<file path="src/rtl/math_pkg.sv">
// Shared constants and helpers for the math_* datapath blocks.
package math_pkg;

    // Beta term of alpha-max-plus-beta-min: 3/8 = 1/4 + 1/8.
    localparam int unsigned BETA_SHIFT_A = 2;
    localparam int unsigned BETA_SHIFT_B = 3;

    // Widest operand the abs helper accepts; narrower words are sign-extended into it.
    localparam int unsigned ABS_MAX_W = 32;

    // Unsigned absolute value. The most negative input maps to 2^(ABS_MAX_W-1) exactly.
    function automatic logic [ABS_MAX_W-1:0] abs_u(input logic signed [ABS_MAX_W-1:0] x);
        logic [ABS_MAX_W-1:0] r;
        r = x[ABS_MAX_W-1] ? ABS_MAX_W'(-x) : ABS_MAX_W'(x);
        return r;
    endfunction

endpackage

</file>
<file path="src/rtl/math_cabs_core.sv">
// Combinational magnitude estimate: abs, compare/swap, max + (min>>2) + (min>>3).
module math_cabs_core
    import math_pkg::*;
#(
    parameter int unsigned WIDTH = 16
) (
    input  logic signed [WIDTH-1:0] dina,
    input  logic signed [WIDTH-1:0] dinb,
    output logic        [WIDTH-1:0] mag_c
);

    localparam int unsigned SUM_W = WIDTH + 1;

    logic [WIDTH-1:0] abs_a;
    logic [WIDTH-1:0] abs_b;
    logic [WIDTH-1:0] mx;
    logic [WIDTH-1:0] mn;
    logic [SUM_W-1:0] sum;
    logic             unused_msb;

    // Abs values, order them, then shift-add; the sum MSB is provably zero.
    always_comb begin
        abs_a      = WIDTH'(abs_u(ABS_MAX_W'(dina)));
        abs_b      = WIDTH'(abs_u(ABS_MAX_W'(dinb)));
        mx         = abs_a;
        mn         = abs_b;
        if (abs_b > abs_a) begin
            mx = abs_b;
            mn = abs_a;
        end
        sum        = SUM_W'(mx)
                   + SUM_W'(mn >> BETA_SHIFT_A)
                   + SUM_W'(mn >> BETA_SHIFT_B);
        mag_c      = sum[WIDTH-1:0];
        unused_msb = sum[WIDTH];
    end

endmodule

</file>
<file path="src/rtl/math_cabs.sv">
// Pipelined complex-magnitude estimator, one enabled cycle of latency.
module math_cabs
    import math_pkg::*;
#(
    parameter int unsigned WIDTH = 16
) (
    input  logic                    clk,
    input  logic                    rst,
    input  logic                    ena,
    input  logic signed [WIDTH-1:0] dina,
    input  logic signed [WIDTH-1:0] dinb,
    output logic        [WIDTH-1:0] dout
);

    // Only the two supported word sizes are legal.
    if (WIDTH != 16 && WIDTH != 32) begin : g_bad_width
        $error("math_cabs: WIDTH must be 16 or 32");
    end

    logic [WIDTH-1:0] mag_c;

    math_cabs_core #(
        .WIDTH (WIDTH)
    ) u_core (
        .dina  (dina),
        .dinb  (dinb),
        .mag_c (mag_c)
    );

    // Output register: cleared asynchronously, loads only on enabled edges.
    always_ff @(posedge clk or negedge rst) begin
        if (!rst) begin
            dout <= '0;
        end else if (ena) begin
            dout <= mag_c;
        end
    end

endmodule

</file>
<file path="config.mk">
export PLATFORM = sky130hd
export DESIGN_NAME = math_cabs
export DESIGN_NICKNAME = d
export VERILOG_FILES = /design/src/rtl/math_pkg.sv /design/src/rtl/math_cabs_core.sv /design/src/rtl/math_cabs.sv
export SDC_FILE = /design/constraint.sdc
export NUM_CORES = 1
export LEC_CHECK = 0
export BUFFER_PORTS_ARGS = -buffer_cell sky130_fd_sc_hd__buf_2
export CAP_MARGIN = 30
export CORE_MARGIN = 2
export CORE_UTILIZATION = 56
export CTS_CLUSTER_SIZE = 30
export DETAILED_ROUTE_END_ITERATION = 8
export GPL_TIMING_DRIVEN = 0
export PLACE_DENSITY_LB_ADDON = 0.08
export SYNTH_ARGS = -nofsm -noshare
export SYNTH_HDL_FRONTEND = slang
export SYNTH_SLANG_ARGS = --single-unit
</file>
<file path="constraint.sdc">
create_clock -name clk -period 1.03 [get_ports clk]
set_input_delay 0.1545 -clock clk [delete_from_list [all_inputs] [get_ports clk]]
set_output_delay 0.1545 -clock clk [all_outputs]
set_load 0.005 [all_outputs]
</file>
* Yosys cells after proc, flatten, opt, wreduce, memory -nomap -nowiden
Cells that the tools add are included.
** Cells by class
- Add/sub/neg operators :: 4
- $lt $le $gt $ge :: 1
- Muxes and demuxes :: 4
** Operators with widths (count)
- $mux 16 :: 4
- $neg 16->16 :: 2
- $add 16x13->16 :: 1
- $add 16x14->16 :: 1
- $gt 16x16->1 :: 1
** Word-level totals
- Bits in registers :: 16

* Longest topological paths before layout
- Depth in word-level cells :: 6
- Depth in mapped cells :: 30
- Depth with buffers taken out :: 29

* Cells and area by module
From an unflattened synthesis, not the netlist that was laid out.
** Unflattened totals
- Cell total of the unflattened synthesis :: 336
- Area, all modules :: 3007.9 sq um
** Modules (own cells, without submodules)
- math_cabs_core :: times used 1, cells an instance 302, area an instance 2358.5 sq um, sequential area each 0.0 sq um
- math_cabs :: times used 1, cells an instance 34, area an instance 649.4 sq um, sequential area each 400.4 sq um

* Worst setup path after synthesis
Ideal clock, no wire load.
- Kind :: input port to flip-flop
- From :: in dina[3]
- To :: reg dout[15]
- Library setup time :: 0.126 ns
- Arrival time :: 6.391 ns
- Data required time :: 0.904 ns
- Path slack :: -5.487 ns
- Stages :: 22
- Cell sequence :: or4_4 -> or2_1 -> or4_1 -> or4b_1 -> ha_1 -> and4_1 -> nand3_1 -> a2111oi_4 -> nor3_2 -> nor2_1 -> clkbuf_1 -> o21ai_0 -> fa_1 -> inv_1 -> fa_1 -> a21oi_1 -> o21bai_1 -> a2111oi_0 -> o31ai_1 -> o2111ai_1 -> a21oi_1 -> a221o_1
** On the way
- Word-level cells in the longest chain between the ends :: 6
- Elaborated cells on any way between the ends :: 7
** Ends and longest elaborated chain
- from (decl) :: RTL line math_cabs.sv:10 : input logic signed [WIDTH-1:0] dina,
- $neg 16->16 :: RTL line math_pkg.sv:14 : r = x[ABS_MAX_W-1] ? ABS_MAX_W'(-x) : ABS_MAX_W'(x);
- $mux 16 (*) :: RTL line math_pkg.sv:14
- $gt 16x16->1 :: RTL line math_cabs_core.sv:27 : if (abs_b > abs_a) begin
- $mux 16 :: RTL line math_cabs_core.sv:27
- $add 16x14->16 :: RTL line math_cabs_core.sv:32 : + SUM_W'(mn >> BETA_SHIFT_A)
- $add 16x13->16 (*) :: RTL line math_cabs_core.sv:33 : + SUM_W'(mn >> BETA_SHIFT_B);
- to (signal assigned) :: RTL line math_cabs.sv:35 : dout <= mag_c;
- to (decl) :: RTL line math_cabs.sv:12 : output logic [WIDTH-1:0] dout
Every way passes the cells marked *; elsewhere a longest branch is shown, timed or not.
A chain may end at the register's enable or synchronous reset.

* Worst setup path in the final report
- From :: in dina[0]
- To :: reg dout[14]
Same word-level chain as after synthesis.

==> results.tsv <==
stage	metric	value	unit
outcome	outcome	complete, but fails checks	
sta	rsz0062_at_grt	yes	
clock_network	cts.clk_slew.worst_paths	60	ps
synthesis	synth.most_common_cell	ha_1	
synthesis	syn_inst	371	
final_layout	area_growth	40.4	%
worst_setup_path	start_kind	input port	
synthesis	synth_edf_count	0	
clock_network	cts.sinks	16	
worst_setup_path	endpoint_kind	register	
die	fp-row-count	27	
final_layout	multi_input_area	2980	sq um
detailed_routing	via_per_inst	6.15	
detailed_routing	vias	3313	
placed_design	place_congestion	0.911	
placed_design	dpl.hpwl	6470	microns
global_route	grt_first_pass_wirelength	14100	microns
die	die_h	78.6	microns
detailed_routing	remaining_drc_errors	0	
sta	fin_ws	-4940	ps
clock_network	cts_root_buffer	clkbuf_8	
final_layout	finalInstanceArea	4380	sq um
global_route	antenna_found_initial	0	
worst_setup_path	critPathBufInv	4	
synthesis	ys_seq_elements	16	
worst_setup_path	worstPathRequired	1190	ps
clock_network	cts_tree	yes	
worst_setup_path	cp.arrival	6130	ps
power_and_ir_drop	leakage	1.92	nW
run	drv_cap	0	
synthesis	yosysSeqAreaShare	12.8	%
sta	hold_ws	343	ps
placed_design	pre_cts_slack	-5600	ps
final_layout	largest_reg_flops	16	
global_route	grt_max_degree	17	
power_and_ir_drop	p_total	12.2	mW
synthesis	synth_warnings	0	
sta	fin_crit	5970	ps
placed_design	port_buffers	49	
final_layout	drive_above_1_share	40.7	%
global_route	grt_pass1_vias	3138	
synthesis	synth_area_leader_cell	ha_1	
synthesis	synth-main-ff-cell	dfrtp_1	
die	dieArea	6180	sq um
detailed_routing	drt_pre_antenna_iters	4	
detailed_routing	antenna_left	0	
worst_setup_path	r2r_slack	190	ps
synthesis	yosysTopAreaCellShare	14.9	%
power_and_ir_drop	ir_worst_vdd	2430	uV
clock_network	numCtsBuffers	3	
worst_setup_path	critPathMaxStageDelay	620	ps
final_layout	regArea	400	sq um
detailed_routing	wirelength	9590	microns
global_route	overflow	0	
worst_setup_path	cp_slowest_cell	or4b_4	
clock_network	clock_latency	250	ps
synthesis	syn_area	3120	sq um
sta	hold_viol_final	0	
die	die_x	78.6	microns
final_layout	post-route-util	80.4	%
worst_setup_path	critical_path_class	input port to register	
clock_network	htreeDepth	1	
synthesis	ys_top_cells_by_count	37 x ha_1, 31 x a21oi_1, 30 x o21ai_0	
final_layout	nFillCells	369	
sta	fin_worst_skew	0	ps
sta	worst_pin_slew	892	ps
worst_setup_path	crit_path_cell_trace	buf_8 -> or4_4 -> or2_4 -> or4_4 -> or4b_4 -> ha_4 -> and4_4 -> nand3_4 -> or4b_4 -> buf_8 -> nand3_4 -> o21ai_4 -> fa_1 -> inv_2 -> buf_4 -> ha_4 -> a21o_1 -> a21oi_2 -> o21bai_1 -> a21oi_2 -> o21a_1 -> o211ai_1 -> a2111o_1 -> o211ai_1	
clock_network	clock_path_buffers	2	
final_layout	n_antenna_cell	0	
synthesis	yosys-top-cells-area	ha_1 15%, dfrtp_1 13%, xnor2_1 6.5%	
worst_setup_path	crit_fanout	5	
sta	drv_slew	0	
final_layout	top_regs	dout (16)	
placed_design	place_area	3620	sq um
global_route	grt_usage	28.1	%
die	core	5440	sq um
sta	period_share	580	%
worst_setup_path	path_delay_family	simple AND/OR/NAND/NOR gates	
detailed_routing	first_iter_violations	235	
sta	setup_viol	16	
outcome	violations	setup timing	
synthesis	ys_types	56	
power_and_ir_drop	power.density	2780	nW/um^2
final_layout	layout.nets	548	
final_layout	top_register	dout	
die	start_util	57.3	%
synthesis	async_flop_share	100	%
sta	slew_headroom	40.1	%
synthesis	syn-num-nets	451	
die	num_io_pins	51	
synthesis	avgSynthCellArea	8.40	sq um
detailed_routing	wire_per_inst	17.8	microns
sta	fmax	167	MHz
worst_hold_path	timing.hold.worst.class	input port to asynchronous set/reset pin	
[routing by layer]
layer | share of wire [%] | wire (microns) | global-route usage (%) | vias up
li1 | - | - | - | 1571
met3 | 6.2 | 591 | 4.02 | 20
met5 | 0 | 0 | 0 | -
met1 | 41 | 3950 | 34.9 | 1607
met4 | 1.8 | 172 | 5.09 | 0
met2 | 51 | 4880 | 51.8 | 115
[cell families after synthesis]
family | count (synthesis) | share of synthesized area, %
compound gates | 112 | 24.4
simple gates | 91 | 16.9
xor+xnor | 50 | 15.4
fa+ha+maj | 45 | 20.0
buf+inv | 42 | 5.18
flops | 16 | 12.8
mux | 15 | 5.26
[report_power, final]
group / switching (mW) / leakage, nW / internal (mW)
Combinational: 5.11 / 1.71 / 5.35
Sequential: 0.150 / 0.189 / 0.989
Clock: 0.219 / 0.0288 / 0.339
[final timing paths]
check | from | endpoint | cells after the start
worst max-delay path | dina[0] | dout[14]$_DFFE_PN0P_ | 24
worst min-delay path | rst | dout[1]$_DFFE_PN0P_ | 2
worst max register to register | dout[15]$_DFFE_PN0P_ | dout[15]$_DFFE_PN0P_ | 1
min in group clk | ena | dout[6]$_DFFE_PN0P_ | 2
max in group asynchronous | rst | dout[15]$_DFFE_PN0P_ | 2
worst min register to register | dout[12]$_DFFE_PN0P_ | dout[12]$_DFFE_PN0P_ | 2
[per-stage QoR]
step           setup TNS (ps)  instances
6_report               -71220        539
3_5_place_dp           -78040        492
3_3_place_gp           -77050        492
4_1_cts                -69850        523
5_1_grt                -73240        539
2_1_floorplan          -66710        371
[layout make-up]
type	count	share of cell area, %
Sequential cell	16	9.15
Timing Repair Buffer	92	14.2
Tap cell	72	2.06
Clock buffer	4	1.26
Inverter	29	2.49
Multi-Input combinational cell	313	68.0
Buffer	13	2.86
[cell usage in the layout, fill, tap and decap left out, types with 16 or more instances in the layout]
cell	count
buf_2	48
buf_4	37
ha_1	31
inv_1	24
a21oi_1	22
xor2_1	21
xnor2_1	19
nand2_1	16
o21ai_0	16
dfrtp_1	16
[timing repair]
item                                    CTS  global route
endpoints found under the hold margin    16             0
pin swaps                                32            24
gates resized for setup                  34            45
buffers inserted                         25            14
hold buffers                              1             0
cloned                                    1             2
endpoints found under the setup margin   16            16
Note: power is estimated with default switching activity, not from simulation.
